$ cat src/rtl/instr_encode_loader_pkg.sv
// Shared MIPS32 request ops, opcode/funct constants and word builders.
// Loader FSM states; PAD exists only with PAD_NOP_EN.
package instr_encode_loader_pkg;

    typedef enum logic [5:0] {
        OP_NOP = 6'd0, OP_ADD, OP_ADDU, OP_SUB,
        OP_AND, OP_OR, OP_XOR, OP_NOR,
        OP_SLT, OP_SLL, OP_SLLV, OP_JR,
        OP_MOVZ, OP_ROTR, OP_ROTRV, OP_CLZ,
        OP_CLO, OP_ADDI, OP_ADDIU, OP_SLTI,
        OP_ANDI, OP_ORI, OP_XORI, OP_BEQ,
        OP_BNE, OP_BGTZ, OP_LW, OP_SW,
        OP_BLTZ, OP_BGEZ, OP_J, OP_JAL
    } req_op_e;

    localparam logic [5:0] OPC_SPECIAL  = 6'd0;
    localparam logic [5:0] OPC_REGIMM   = 6'd1;
    localparam logic [5:0] OPC_J        = 6'd2;
    localparam logic [5:0] OPC_JAL      = 6'd3;
    localparam logic [5:0] OPC_BEQ      = 6'd4;
    localparam logic [5:0] OPC_BNE      = 6'd5;
    localparam logic [5:0] OPC_BGTZ     = 6'd7;
    localparam logic [5:0] OPC_ADDI     = 6'd8;
    localparam logic [5:0] OPC_ADDIU    = 6'd9;
    localparam logic [5:0] OPC_SLTI     = 6'd10;
    localparam logic [5:0] OPC_ANDI     = 6'd12;
    localparam logic [5:0] OPC_ORI      = 6'd13;
    localparam logic [5:0] OPC_XORI     = 6'd14;
    localparam logic [5:0] OPC_SPECIAL2 = 6'd28;
    localparam logic [5:0] OPC_LW       = 6'd35;
    localparam logic [5:0] OPC_SW       = 6'd43;

    localparam logic [5:0] FN_SLL   = 6'd0;
    localparam logic [5:0] FN_ROTR  = 6'd2;
    localparam logic [5:0] FN_SLLV  = 6'd4;
    localparam logic [5:0] FN_ROTRV = 6'd6;
    localparam logic [5:0] FN_JR    = 6'd8;
    localparam logic [5:0] FN_MOVZ  = 6'd10;
    localparam logic [5:0] FN_ADD   = 6'd32;
    localparam logic [5:0] FN_ADDU  = 6'd33;
    localparam logic [5:0] FN_SUB   = 6'd34;
    localparam logic [5:0] FN_AND   = 6'd36;
    localparam logic [5:0] FN_OR    = 6'd37;
    localparam logic [5:0] FN_XOR   = 6'd38;
    localparam logic [5:0] FN_NOR   = 6'd39;
    localparam logic [5:0] FN_SLT   = 6'd42;
    localparam logic [5:0] FN_CLZ   = 6'd32;
    localparam logic [5:0] FN_CLO   = 6'd33;

    localparam logic [4:0] RT_BLTZ = 5'd0;
    localparam logic [4:0] RT_BGEZ = 5'd1;

    typedef enum logic [1:0] {
        ST_LOAD,
`ifdef PAD_NOP_EN
        ST_PAD,
`endif
        ST_DONE
    } state_e;

    function automatic logic [31:0] rword(
        input logic [5:0] op, input logic [4:0] rs,
        input logic [4:0] rt, input logic [4:0] rd,
        input logic [4:0] sh, input logic [5:0] fn
    );
        return {op, rs, rt, rd, sh, fn};
    endfunction

    function automatic logic [31:0] iword(
        input logic [5:0] op, input logic [4:0] rs,
        input logic [4:0] rt, input logic [15:0] imm
    );
        return {op, rs, rt, imm};
    endfunction

endpackage

$ cat src/rtl/instr_word_fifo.sv
// Synchronous DEPTH x WIDTH FIFO; head word visible on rdata.
// Caller never pushes when full nor pops when empty.
module instr_word_fifo #(
    parameter int DEPTH = 4,
    parameter int WIDTH = 32,
    localparam int AW = $clog2(DEPTH),
    localparam int CW = AW + 1
) (
    input  logic             clk,
    input  logic             rst_n,
    input  logic             push,
    input  logic [WIDTH-1:0] wdata,
    input  logic             pop,
    output logic [WIDTH-1:0] rdata,
    output logic             full,
    output logic             empty,
    output logic [CW-1:0]    count
);

    logic [WIDTH-1:0] mem [DEPTH];
    logic [AW-1:0]    wr_ptr;
    logic [AW-1:0]    rd_ptr;

    always_ff @(posedge clk) begin
        if (push) mem[wr_ptr] <= wdata;
    end

    always_ff @(posedge clk or negedge rst_n) begin
        if (!rst_n) begin
            wr_ptr <= '0;
            rd_ptr <= '0;
            count  <= '0;
        end else begin
            if (push) wr_ptr <= wr_ptr + AW'(1);
            if (pop)  rd_ptr <= rd_ptr + AW'(1);
            unique case ({push, pop})
                2'b10:   count <= count + CW'(1);
                2'b01:   count <= count - CW'(1);
                default: count <= count;
            endcase
        end
    end

    assign rdata = mem[rd_ptr];
    assign full  = (count == CW'(DEPTH));
    assign empty = (count == '0);

endmodule

$ cat src/rtl/instr_encode_loader.sv
// Encodes op requests into MIPS32 words and streams them to instruction memory.
// Optional PAD_NOP_EN appends PAD_COUNT NOP words after the last request.
module instr_encode_loader
    import instr_encode_loader_pkg::*;
#(
    parameter logic [31:0] BASE_ADDR = 32'h0,
    parameter int          DEPTH     = 4,
    parameter int          MAX_WORDS = 256
`ifdef PAD_NOP_EN
    ,
    parameter int          PAD_COUNT = 2
`endif
) (
    input  logic        Clk,
    input  logic        Reset,
    input  logic        Start,
    input  logic        ReqValid,
    output logic        ReqReady,
    input  logic [5:0]  ReqOp,
    input  logic        ReqLast,
    input  logic [4:0]  ReqRs,
    input  logic [4:0]  ReqRt,
    input  logic [4:0]  ReqRd,
    input  logic [4:0]  ReqShamt,
    input  logic [15:0] ReqImm,
    input  logic [25:0] ReqTarget,
    output logic        MemWrEn,
    input  logic        MemReady,
    output logic [31:0] MemAddr,
    output logic [31:0] MemWData,
    output logic [15:0] WordCount,
    output logic        Done,
    output logic        Error
);

    localparam int CW = $clog2(DEPTH) + 1;

    state_e        state;
    logic          last_seen;
    logic [31:0]   accepted;
    logic          ready_q;
    logic [31:0]   enc_word;
    logic          enc_ok;
    logic          fifo_full;
    logic          fifo_empty;
    logic [CW-1:0] fifo_count;
    logic [31:0]   fifo_head;
    logic          accept;
    logic          push;
    logic          pop;
    logic          wr_fire;
    logic          pad_act;
    logic [CW-1:0] cnt_nxt;
    logic          last_nxt;
    logic [31:0]   acc_nxt;
    logic          ready_d;
`ifdef PAD_NOP_EN
    logic [31:0]   pad_cnt;
`endif

    always_comb begin
        enc_word = '0;
        enc_ok   = 1'b1;
        unique case (ReqOp)
            OP_NOP:   enc_word = '0;
            OP_ADD:   enc_word = rword(OPC_SPECIAL, ReqRs, ReqRt, ReqRd, 5'd0, FN_ADD);
            OP_ADDU:  enc_word = rword(OPC_SPECIAL, ReqRs, ReqRt, ReqRd, 5'd0, FN_ADDU);
            OP_SUB:   enc_word = rword(OPC_SPECIAL, ReqRs, ReqRt, ReqRd, 5'd0, FN_SUB);
            OP_AND:   enc_word = rword(OPC_SPECIAL, ReqRs, ReqRt, ReqRd, 5'd0, FN_AND);
            OP_OR:    enc_word = rword(OPC_SPECIAL, ReqRs, ReqRt, ReqRd, 5'd0, FN_OR);
            OP_XOR:   enc_word = rword(OPC_SPECIAL, ReqRs, ReqRt, ReqRd, 5'd0, FN_XOR);
            OP_NOR:   enc_word = rword(OPC_SPECIAL, ReqRs, ReqRt, ReqRd, 5'd0, FN_NOR);
            OP_SLT:   enc_word = rword(OPC_SPECIAL, ReqRs, ReqRt, ReqRd, 5'd0, FN_SLT);
            OP_SLL:   enc_word = rword(OPC_SPECIAL, 5'd0, ReqRt, ReqRd, ReqShamt, FN_SLL);
            OP_SLLV:  enc_word = rword(OPC_SPECIAL, ReqRs, ReqRt, ReqRd, 5'd0, FN_SLLV);
            OP_JR:    enc_word = rword(OPC_SPECIAL, ReqRs, 5'd0, 5'd0, 5'd0, FN_JR);
            OP_MOVZ:  enc_word = rword(OPC_SPECIAL, ReqRs, ReqRt, ReqRd, 5'd0, FN_MOVZ);
            // rotates reuse the shift functs, told apart by rs/shamt bit 0
            OP_ROTR:  enc_word = rword(OPC_SPECIAL, 5'd1, ReqRt, ReqRd, ReqShamt, FN_ROTR);
            OP_ROTRV: enc_word = rword(OPC_SPECIAL, ReqRs, ReqRt, ReqRd, 5'd1, FN_ROTRV);
            OP_CLZ:   enc_word = rword(OPC_SPECIAL2, ReqRs, ReqRt, ReqRd, 5'd0, FN_CLZ);
            OP_CLO:   enc_word = rword(OPC_SPECIAL2, ReqRs, ReqRt, ReqRd, 5'd0, FN_CLO);
            OP_ADDI:  enc_word = iword(OPC_ADDI, ReqRs, ReqRt, ReqImm);
            OP_ADDIU: enc_word = iword(OPC_ADDIU, ReqRs, ReqRt, ReqImm);
            OP_SLTI:  enc_word = iword(OPC_SLTI, ReqRs, ReqRt, ReqImm);
            OP_ANDI:  enc_word = iword(OPC_ANDI, ReqRs, ReqRt, ReqImm);
            OP_ORI:   enc_word = iword(OPC_ORI, ReqRs, ReqRt, ReqImm);
            OP_XORI:  enc_word = iword(OPC_XORI, ReqRs, ReqRt, ReqImm);
            OP_BEQ:   enc_word = iword(OPC_BEQ, ReqRs, ReqRt, ReqImm);
            OP_BNE:   enc_word = iword(OPC_BNE, ReqRs, ReqRt, ReqImm);
            OP_BGTZ:  enc_word = iword(OPC_BGTZ, ReqRs, 5'd0, ReqImm);
            OP_LW:    enc_word = iword(OPC_LW, ReqRs, ReqRt, ReqImm);
            OP_SW:    enc_word = iword(OPC_SW, ReqRs, ReqRt, ReqImm);
            OP_BLTZ:  enc_word = iword(OPC_REGIMM, ReqRs, RT_BLTZ, ReqImm);
            OP_BGEZ:  enc_word = iword(OPC_REGIMM, ReqRs, RT_BGEZ, ReqImm);
            OP_J:     enc_word = {OPC_J, ReqTarget};
            OP_JAL:   enc_word = {OPC_JAL, ReqTarget};
            default:  enc_ok = 1'b0;
        endcase
    end

    instr_word_fifo #(
        .DEPTH (DEPTH),
        .WIDTH (32)
    ) u_fifo (
        .clk   (Clk),
        .rst_n (Reset),
        .push  (push),
        .wdata (enc_word),
        .pop   (pop),
        .rdata (fifo_head),
        .full  (fifo_full),
        .empty (fifo_empty),
        .count (fifo_count)
    );

`ifdef PAD_NOP_EN
    assign pad_act = (state == ST_PAD);
`else
    assign pad_act = 1'b0;
`endif

    assign ReqReady = ready_q;
    assign accept   = ReqValid & ready_q;
    assign push     = accept & enc_ok & ~fifo_full;
    assign MemWrEn  = ~fifo_empty | pad_act;
    assign MemWData = fifo_empty ? 32'h0 : fifo_head;
    assign wr_fire  = MemWrEn & MemReady;
    assign pop      = wr_fire & ~fifo_empty;
    assign Done     = (state == ST_DONE);

    // ReqReady is registered, so it is computed from next-cycle values
    always_comb begin
        cnt_nxt  = fifo_count + CW'(push) - CW'(pop);
        last_nxt = last_seen | (accept & ReqLast);
        acc_nxt  = accepted + 32'(accept);
        ready_d  = ((state == ST_LOAD) & ~last_nxt
                    & (acc_nxt < 32'(MAX_WORDS))
                    & (32'(cnt_nxt) < DEPTH))
                 | ((state == ST_DONE) & Start);
    end

    always_ff @(posedge Clk or negedge Reset) begin
        if (!Reset) begin
            state     <= ST_LOAD;
            last_seen <= 1'b0;
            accepted  <= '0;
            ready_q   <= 1'b0;
            MemAddr   <= BASE_ADDR;
            WordCount <= '0;
            Error     <= 1'b0;
`ifdef PAD_NOP_EN
            pad_cnt   <= '0;
`endif
        end else begin
            ready_q <= ready_d;
            if (wr_fire) begin
                MemAddr <= MemAddr + 32'd4;
                if (WordCount != 16'hFFFF) WordCount <= WordCount + 16'd1;
            end
            if (accept && !enc_ok) Error <= 1'b1;
            if (state == ST_LOAD && ReqValid && !last_seen
                && accepted == 32'(MAX_WORDS)) Error <= 1'b1;
            unique case (state)
                ST_LOAD: begin
                    accepted  <= acc_nxt;
                    last_seen <= last_nxt;
                    if (last_seen && fifo_empty) begin
`ifdef PAD_NOP_EN
                        pad_cnt <= '0;
                        state   <= (PAD_COUNT > 0) ? ST_PAD : ST_DONE;
`else
                        state <= ST_DONE;
`endif
                    end
                end
`ifdef PAD_NOP_EN
                ST_PAD: begin
                    if (wr_fire) begin
                        pad_cnt <= pad_cnt + 32'd1;
                        if (pad_cnt == 32'(PAD_COUNT - 1)) state <= ST_DONE;
                    end
                end
`endif
                ST_DONE: begin
                    if (Start) begin
                        state     <= ST_LOAD;
                        last_seen <= 1'b0;
                        accepted  <= '0;
                        MemAddr   <= BASE_ADDR;
                        WordCount <= '0;
                    end
                end
                default: state <= ST_LOAD;
            endcase
        end
    end

endmodule

$ cat config.mk
export PLATFORM = sky130hd
export DESIGN_NAME = instr_encode_loader
export DESIGN_NICKNAME = d
export VERILOG_FILES = /design/src/rtl/instr_encode_loader_pkg.sv /design/src/rtl/instr_word_fifo.sv /design/src/rtl/instr_encode_loader.sv
export SDC_FILE = /design/constraint.sdc
export NUM_CORES = 1
export LEC_CHECK = 0
export CAP_MARGIN = 20
export CORE_MARGIN = 5
export CORE_UTILIZATION = 43
export CTS_BUF_LIST = sky130_fd_sc_hd__clkbuf_4 sky130_fd_sc_hd__clkbuf_8 sky130_fd_sc_hd__clkbuf_16
export CTS_CLUSTER_DIAMETER = 100
export DETAILED_ROUTE_END_ITERATION = 8
export PLACE_DENSITY = 0.66
export SLEW_MARGIN = 25
export SYNTH_ARGS = -nofsm -noshare
export SYNTH_HDL_FRONTEND = slang
export SYNTH_SLANG_ARGS = --single-unit
$ cat constraint.sdc
create_clock -name Clk -period 8.55 [get_ports Clk]
set_clock_uncertainty 0.2 [all_clocks]
set_input_delay 1.71 -clock Clk [delete_from_list [all_inputs] [get_ports Clk]]
set_output_delay 1.71 -clock Clk [all_outputs]
set_load 0.02 [all_outputs]
=== Yosys cells after proc, flatten, opt, wreduce, memory -nomap -nowiden ===
Memories as Yosys holds them, arrays and structs flattened.
Index checks and enable logic that the tools add are counted.

* Add/subtract/negate cells: 9
* Magnitude comparators: 2
* Equality and inequality tests: 39
* Mux-type cells: 22
* Bitwise logic cells: 15
* Reductions and logical operators: 16

{| class="wikitable"
|+ Operators with widths
! kind !! number
|-
| one-hot mux 32 bit (31 select lines) || 1
|-
| two-way mux 32 bit || 5
|-
| equality test 6 x 5 -> 1 bit, second input constant || 16
|-
| two-way mux 16 bit || 4
|-
| one-hot mux 32 bit (2 select lines) || 1
|-
| equality test 6 x 4 -> 1 bit, second input constant || 8
|-
| adder 32 x 1 -> 32 bit || 1
|-
| adder 32 x 3 -> 32 bit, second input constant || 1
|-
| equality test 32 x 9 -> 1 bit, second input constant || 1
|-
| < comparator 32 x 9 -> 1 bit, second input constant || 1
|-
| OR reduction 32 bit || 1
|-
| equality test 6 x 3 -> 1 bit, second input constant || 4
|-
| adder 16 x 1 -> 16 bit, second input constant || 1
|-
| != test 16 bit, second input constant || 1
|-
| equality test 6 x 2 -> 1 bit, second input constant || 2
|-
| AND 1 bit || 10
|-
| equality test 6 x 1 -> 1 bit, second input constant || 1
|-
| zero test 6 bit || 1
|-
| two-way mux 1 bit || 6
|-
| one-hot mux 3 bit (2 select lines) || 1
|-
| nonzero test 2 bit || 3
|-
| logical AND 1 bit || 5
|-
| adder 2 x 1 -> 2 bit, second input constant || 2
|-
| equality test 2 x 1 -> 1 bit, second input constant || 2
|-
| other kinds (18) || 24
|}

* Bits in registers: 92
* Memory bits (writable): 128
* Bits of input ports: 74
* Output and inout bits: 84
* Logic and storage cells: 114
* Memories kept: 1

{| class="wikitable"
|+ Memory list
! memory !! depth !! width !! read ports !! clocked after memory_dff !! write ports !! line !! source
|-
| u_fifo.mem || 4 || 32 || 1 || 0 || 1 || instr_word_fifo.sv:20 || <nowiki>logic [WIDTH-1:0] mem [DEPTH];</nowiki>
|}

=== Depth between registers and ports, before layout ===
* Word-level depth: 10
* Depth in mapped cells: 12
* Depth with buffers taken out: 11

=== Hierarchy ===
A second synthesis with hierarchy kept.

* Cell total of the unflattened synthesis: 908
* Area, all modules: 10879.2 sq um

{| class="wikitable"
|+ Modules (own cells, without submodules)
! module !! instances !! cells each !! area an instance (sq um) !! sequential area each (sq um)
|-
| instr_encode_loader || 1 || 703 || 5815.6 || 2052.0
|-
| instr_word_fifo || 1 || 205 || 5063.6 || 4018.9
|}

=== Worst setup path before layout ===
No wires, ideal clock.

* Path type: input port to flip-flop
* Start point: input ReqValid
* End point: register ready_q, in the netlist ReqReady
* Library setup time: 120 ps
* Arrival time: 3800 ps
* Required time: 8230 ps
* Slack: 4431 ps
* Cell stages on the path: 11
* Buffers on the path: 0
* Path through: nand2_1 inv_1 ha_1 ha_1 nand4_2 or4_1 nor3_2 and3_1 o31a_1 nor4_1 a31o_1

* Cells in the longest elaborated chain, start to end: 8
* Elaborated cells between the ends (all ways): 15
* Those cells by class: add/sub: 3; order compare: 2; bitwise: 10

{| class="wikitable"
|+ Ends and longest elaborated chain
! item !! line !! source
|-
| start, declared || instr_encode_loader.sv:17 || <nowiki>input logic ReqValid,</nowiki>
|-
| AND 1 bit * || instr_encode_loader.sv:124 || <nowiki>assign accept = ReqValid & ready_q;</nowiki>
|-
| parallel branches: the longest is 5 deep, another holds adder 32 x 1 -> 32 bit || - ||
|-
| AND 1 bit * || instr_encode_loader.sv:139 || <nowiki>& (32'(cnt_nxt) < DEPTH))</nowiki>
|-
| OR 1 bit * || instr_encode_loader.sv:140 || <nowiki>| ((state == ST_DONE) & Start);</nowiki>
|-
| via ready_d || instr_encode_loader.sv:56 || <nowiki>logic ready_d;</nowiki>
|-
| end signal, assigned || instr_encode_loader.sv:156 || <nowiki>ready_q <= ready_d;</nowiki>
|-
| end, declared || instr_encode_loader.sv:41 || <nowiki>logic ready_q;</nowiki>
|}

Mark *: on every way through the listed nets, which the timed path passes.
A chain may end at the register's enable or synchronous reset.

=== Worst setup path in the final report ===
* Start point: register u_fifo.rd_ptr[0]
* End point: output MemWData[24]

* Cells in the longest elaborated chain, start to end: 2

{| class="wikitable"
|+ Ends and longest elaborated chain
! item !! line !! source
|-
| start, declared || instr_word_fifo.sv:22 || <nowiki>logic [AW-1:0] rd_ptr;</nowiki>
|-
| start signal, assigned || instr_word_fifo.sv:35 || <nowiki>if (pop) rd_ptr <= rd_ptr + AW'(1);</nowiki>
|-
| memory read (4 x 32 bit) || - ||
|-
| two-way mux 32 bit || instr_encode_loader.sv:127 || <nowiki>assign MemWData = fifo_empty ? 32'h0 : fifo_head;</nowiki>
|-
| end, declared || instr_encode_loader.sv:30 || <nowiki>output logic [31:0] MemWData,</nowiki>
|}

No other way between the ends.

==> metrics.yaml <==
finish:
  num_antenna_cells: 0
  fin_area_mm2: 0.0134
  layout.nets: 1116
  area_delta_synth_final_pct: 25.3
  drive_gt1_share_pct: 10.4
die:
  initial_core_util_pct: 43.7
  die_height_um: 167
  coreArea_mm2: 0.0244
  die_area_mm2: 0.0280
  ioPinCount: 158
  num_rows: 57
  die_w_um: 167
drt:
  wl_met1_um: 10900
  totalWireLength_um: 26000
  drt-initial-drc-count: 451
  vias: 7460
  wl_per_cell_um: 18.9
  top_layer: "met4"
  dr.pass1.iters: 5
  viasPerCell: 5.44
  route.met2.wl_um: 13200
  post-route-drc-count: 0
  ant_nets: 0
  dr_wl_met3_um: 1250
clocking:
  clk_path_buf_depth: 3
  cts.htree.levels: 1
  insertion_delay_ps: 510
  hold_buffers: 0
  numCtsBuffers: 24
  clkSinkCount: 217
  cts_setup_buffers: 0
  cts_tree: "done"
  clkTransAtPathRegs_ps: 60
  cts_resized: 0
  cts_root_buf: "clkbuf_16"
power_and_ir_drop:
  p_leak_uw: 0.00507
  power.density_mw_per_mm2: 258
  p_int_uw: 2390
  comb_power_share_pct: 31.8
  swShare_pct: 30.8
  p_clk_share_pct: 31.2
  ir_drop_mv: 0.141
  pwr-share-seq_pct: 37.0
  p_sw_uw: 1060
yosys:
  synth_commonest_cells: "edfxtp_1, dfrtp_1, nand2_1"
  synth-seq-cells: 217
  yosysMostFrequentCell: "edfxtp_1"
  synth_top_area_share_pct: 36.1
  syn_inst: 888
  ys_top_cells_by_area: "edfxtp_1, dfrtp_1, mux4_2"
  ys.flop_type: "edfxtp_1"
  yosysWarningCount: 0
  async_flop_share_pct: 41.0
  avgSynthCellArea_um2: 12.0
  synth_edf_count: 128
  synth_area_mm2: 0.0107
  ys_seq_area_share_pct: 56.9
  yosys.area.top_type: "edfxtp_1"
  yosysUniqueCellTypes: 66
place:
  placed_area_mm2: 0.0125
  place_hpwl_um: 17300
  place.gp.congestion: 0.903
  io_buffer_count: 155
global_routing:
  overflow: 0
  track_usage_pct: 18.2
  first_global_vias: 7572
  grt_pass1_wl_um: 41900
  grt_max_degree: 49
  antenna_found_initial: 0
timing:
  slew_violations: 0
  final-setup-viol-count: 0
  hold_slack_ps: 311
  slew_headroom_pct: 33.2
  tightest_slew_ps: 999
  period_minus_slack_ps: 4900
  fmax_ghz: 0.204
  tns_ps: 0
  finalHoldViolCount: 0
  rsz0062_at_grt: "no"
  fin_crit_sh_pct: 57.3
worst_setup_path:
  arrival_ps: 2990
  cpMaxStageDelayCell: "mux4_2"
  cp-start-kind: "flop"
  crit_chain: "buf_4 > mux4_2 > and2_1 > clkdlybuf4s50_1"
  crit_fanout: 25
  critPathKind: "reg2out"
  cp_top_family: "buffers and inverters"
  worstSetupEndpointType: "output port"
  cp.required_ps: 6640
  max_stage_delay_ps: 640
  critPathBufInv: 2
min_path:
  hold_class: "reg2reg"
job:
  drv_cap: 0
run_status:
  outcome: "completed"
## per-stage QoR
stage,utilization [%],setup WS [ps],instances,total power (uW)
floorplan,-,4430,889,1940
global placement,51.3,3660,1328,2400
detailed placement,51.3,3610,1328,2410
CTS,54.7,3550,1372,3500
global route,54.8,3470,1372,3620
finish,54.8,3650,1372,3450
## power by group through the flow
| stage | Sequential, uW | Clock [uW] | Combinational (uW) |
|---|---|---|---|
| detailed placement | 1300 | 0 | 1110 |
| floorplan | 1280 | 0 | 656 |
| CTS | 1280 | 1110 | 1120 |
| global route | 1290 | 1140 | 1180 |
| finish | 1280 | 1080 | 1100 |
| global placement | 1300 | 0 | 1110 |
## logic make-up after synthesis
| logic type | Yosys count | synth area share, % |
|---|---|---|
| simple gates | 331 | 16.6 |
| flops | 217 | 56.9 |
| compound gates | 129 | 8.18 |
| buf+inv | 84 | 3.15 |
| xor+xnor | 73 | 6.00 |
| mux | 41 | 7.62 |
| fa+ha+maj | 12 | 1.48 |
| other cells | 1 | 0.0352 |
## flip-flops by register name, summed over array words and instances (netlist names)
signal / flops
accepted: 32
WordCount: 16
u_fifo.mem: 128
MemAddr: 30
u_fifo.wr_ptr: 2
state: 1
u_fifo.rd_ptr: 2
u_fifo.count: 3
last_seen: 1
Error: 1
ReqReady: 1
## worst paths after layout
| path | from | end | slack [ps] | cells past startpoint |
|---|---|---|---|---|
| min in group asynchronous | Reset | MemAddr[26]$_DFF_PN0_ | 990 | 1 |
| worst max register to register | ReqReady$_DFF_PN0_ | ReqReady$_DFF_PN0_ | 5410 | 11 |
| max in group asynchronous | Reset | u_fifo.rd_ptr[0]$_DFFE_PN0P_ | 6100 | 2 |
| worst min-delay path | u_fifo.count[0]$_DFFE_PN0P_ | u_fifo.count[0]$_DFFE_PN0P_ | 310 | 1 |
| worst max-delay path | u_fifo.rd_ptr[0]$_DFFE_PN0P_ | MemWData[24] | 3650 | 4 |
| worst min register to register | u_fifo.count[0]$_DFFE_PN0P_ | u_fifo.count[0]$_DFFE_PN0P_ | 310 | 1 |
## area by class of cell
| class | instances | area [um^2] |
|---|---|---|
| timing repair buffer | 170 | 1660 |
| tap | 324 | 405 |
| inverter | 29 | 109 |
| multi-input combinational | 588 | 4270 |
| sequential | 217 | 6070 |
| fill | 2099 | 11000 |
| clock inverter | 15 | 179 |
| clock buffer | 29 | 656 |
## per-layer routing
layer / vias to the layer above / GRT usage, %
met3: 45 / 2.66
met2: 183 / 31.7
met1: 3683 / 24.4
met4: 0 / 3.99
li1: 3549 / -
met5: - / 0
## placed cells by master, fill, tap and decap left out, drive strengths merged, types with 29 or more instances in the layout
cell,n
mux4,32
nand3,34
nand2,77
and2,42
edfxtp,128
clkbuf,29
nor2,72
o21ai,40
xor2,45
clkdlybuf4s50,154
dfrtp,89
No activity file was read; power rests on OpenSTA's default activity.
==> variant (config.mk and constraints unchanged) <==
`MAX_WORDS`: 256 -> 128.
--- a/src/rtl/instr_encode_loader.sv
+++ b/src/rtl/instr_encode_loader.sv
@@ -7,3 +7,3 @@
     parameter int          DEPTH     = 4,
-    parameter int          MAX_WORDS = 256
+    parameter int          MAX_WORDS = 128
 `ifdef PAD_NOP_EN
Function: no difference found for any inputs over 4 cycles, from zero or initial values and one cycle with Reset low; that may be too few to reach the edited logic, so the function may still have changed.
==> variant against the unedited design <==
Synthesized cell count grew 0.45%; sequential cell count did not move; total power down 2.3%; wire length fell by 4.5%; combinational power is essentially flat; cell area down 0.85%; worst setup slack improved by 250 ps; synthesized area grew 0.66%; maximum frequency is 5.3% higher; cell count down 0.51%; critical path type unchanged; largest cell class unchanged.
==> variant: results <==
[layout]
reg_top3 = "u_fifo.mem x128, accepted x32, MemAddr x30"
diodes = 0
final_nets = 1110
drive_gt1_share_pct = 10.4

[sta]
tightest_slew_ps = 1010

[synthesis]
ys_types = 72
ys_seq_area_share_pct = 56.6
synthCells = 892
yosysWarnings = 0
synth_edf_count = 128
yosys-top-cells-count = "edfxtp_1, dfrtp_1, nand2_1, nor2_1, xor2_1"
ys_top_cells_by_area = "edfxtp_1, dfrtp_1, mux4_2"
synth_ff_type = "edfxtp_1"
postSynth.asyncResetShare_pct = 41.0

[cts]
numCtsBuffers = 24
clk_latency_ps = 500
cts_root_buf = "clkbuf_16"
clockBufferDepth = 3
path_clk_slew_ps = 60
post_cts_buffers = 0
h-tree-depth = 1
cts_resized = 0

[global_routing]
track_usage_pct = 17.5
grt_pass1_vias = 7465
grt_pass1_wl_mm = 40.6
grt_start_max_net_pins = 69
antenna_found_initial = 0

[critical_path]
critPathArrivalTime_ps = 2740
worst-path-max-fanout = 34

[route]
first_iter_violations = 407
via_per_inst = 5.40
routed-via-count = 7377
drt_pass1_iterations = 5
routed_wl_mm = 24.8

[placed_design]
post-place-cells = 1322
finalWeightedCongestion = 0.884
port_buffers = 155
post-dp-hpwl_mm = 16.5

[pwr]
leakage_nw = 4.94
vdd_drop_max_v = 0.000184

[outcome]
status = "finished clean"

[min_path]
hold_class = "reg -> reg"
[variant: changes by cell type after synthesis, moves of 7 or more]
cell,delta
nor2_1,-8
and2_1,-34
buf_2,-7
and3_1,-11
nor2b_1,+35
nand4_1,+8
[variant: layout make-up]
type	count	area (µm²)
clock inverters	9	76.3
inverters	30	113
fillers	2092	11200
multi-input cells	585	4230
repair buffers	166	1630
flip-flops and latches	217	6070
well taps	324	405
clock buffers	34	718
[variant: cell families after synthesis]
kind of cell	after synthesis	share of synthesized area, %
xor gates and xnor gates	74	6.04
other	1	0.0349
DFF	217	56.6
AOI/OAI and AO/OA	135	8.66
muxes	38	7.30
and+or+nand+nor	324	15.6
buffers and inverters	91	4.37
adders and majority gates	12	1.47
[variant: layer usage]
| layer | vias to the layer above | GRT usage (%) | share of wire [%] |
|---|---|---|---|
| met5 | - | 0 | 0 |
| met4 | 0 | 4.55 | 2.3 |
| met3 | 41 | 2.63 | 5.3 |
| met2 | 196 | 28.9 | 48 |
| met1 | 3599 | 24.4 | 44 |
| li1 | 3541 | - | - |
[variant: final timing paths]
kind	startpoint	end	slack, ps	depth (start not counted)
worst min register to register	accepted[31]$_DFFE_PN0P_	accepted[31]$_DFFE_PN0P_	330	2
worst min-delay path	accepted[31]$_DFFE_PN0P_	accepted[31]$_DFFE_PN0P_	330	2
max in group asynchronous	Reset	u_fifo.rd_ptr[0]$_DFFE_PN0P_	6020	2
min in group asynchronous	Reset	accepted[10]$_DFFE_PN0P_	900	1
worst max-delay path	u_fifo.rd_ptr[0]$_DFFE_PN0P_	MemWData[0]	3900	4
worst max register to register	u_fifo.count[1]$_DFFE_PN0P_	ReqReady$_DFF_PN0_	5180	10
[variant: where the power goes]
part	switching, mW	internal, mW	total, mW
Clock	0.399	0.615	1.01
Sequential	0.0698	1.19	1.26
Combinational	0.575	0.527	1.10
[variant: per-stage QoR]
stage                     power, mW  cell area [µm²]  worst slack [ps]  utilization, %
after floorplan                1.93            10700              4610               -
after global placement         2.39            12400              3710            50.8
after detailed placement       2.39            12400              3600            50.8
after CTS                      3.43            13200              3800            54.1
after global routing           3.55            13200              3700            54.1
final                          3.37            13200              3900            54.1
[variant: worst max-delay path: stages (launching register included)]
cell             delay, ps
dfrtp_2                340
buf_4                  540
mux4_2                 630
nor2b_1                150
clkdlybuf4s50_1        550
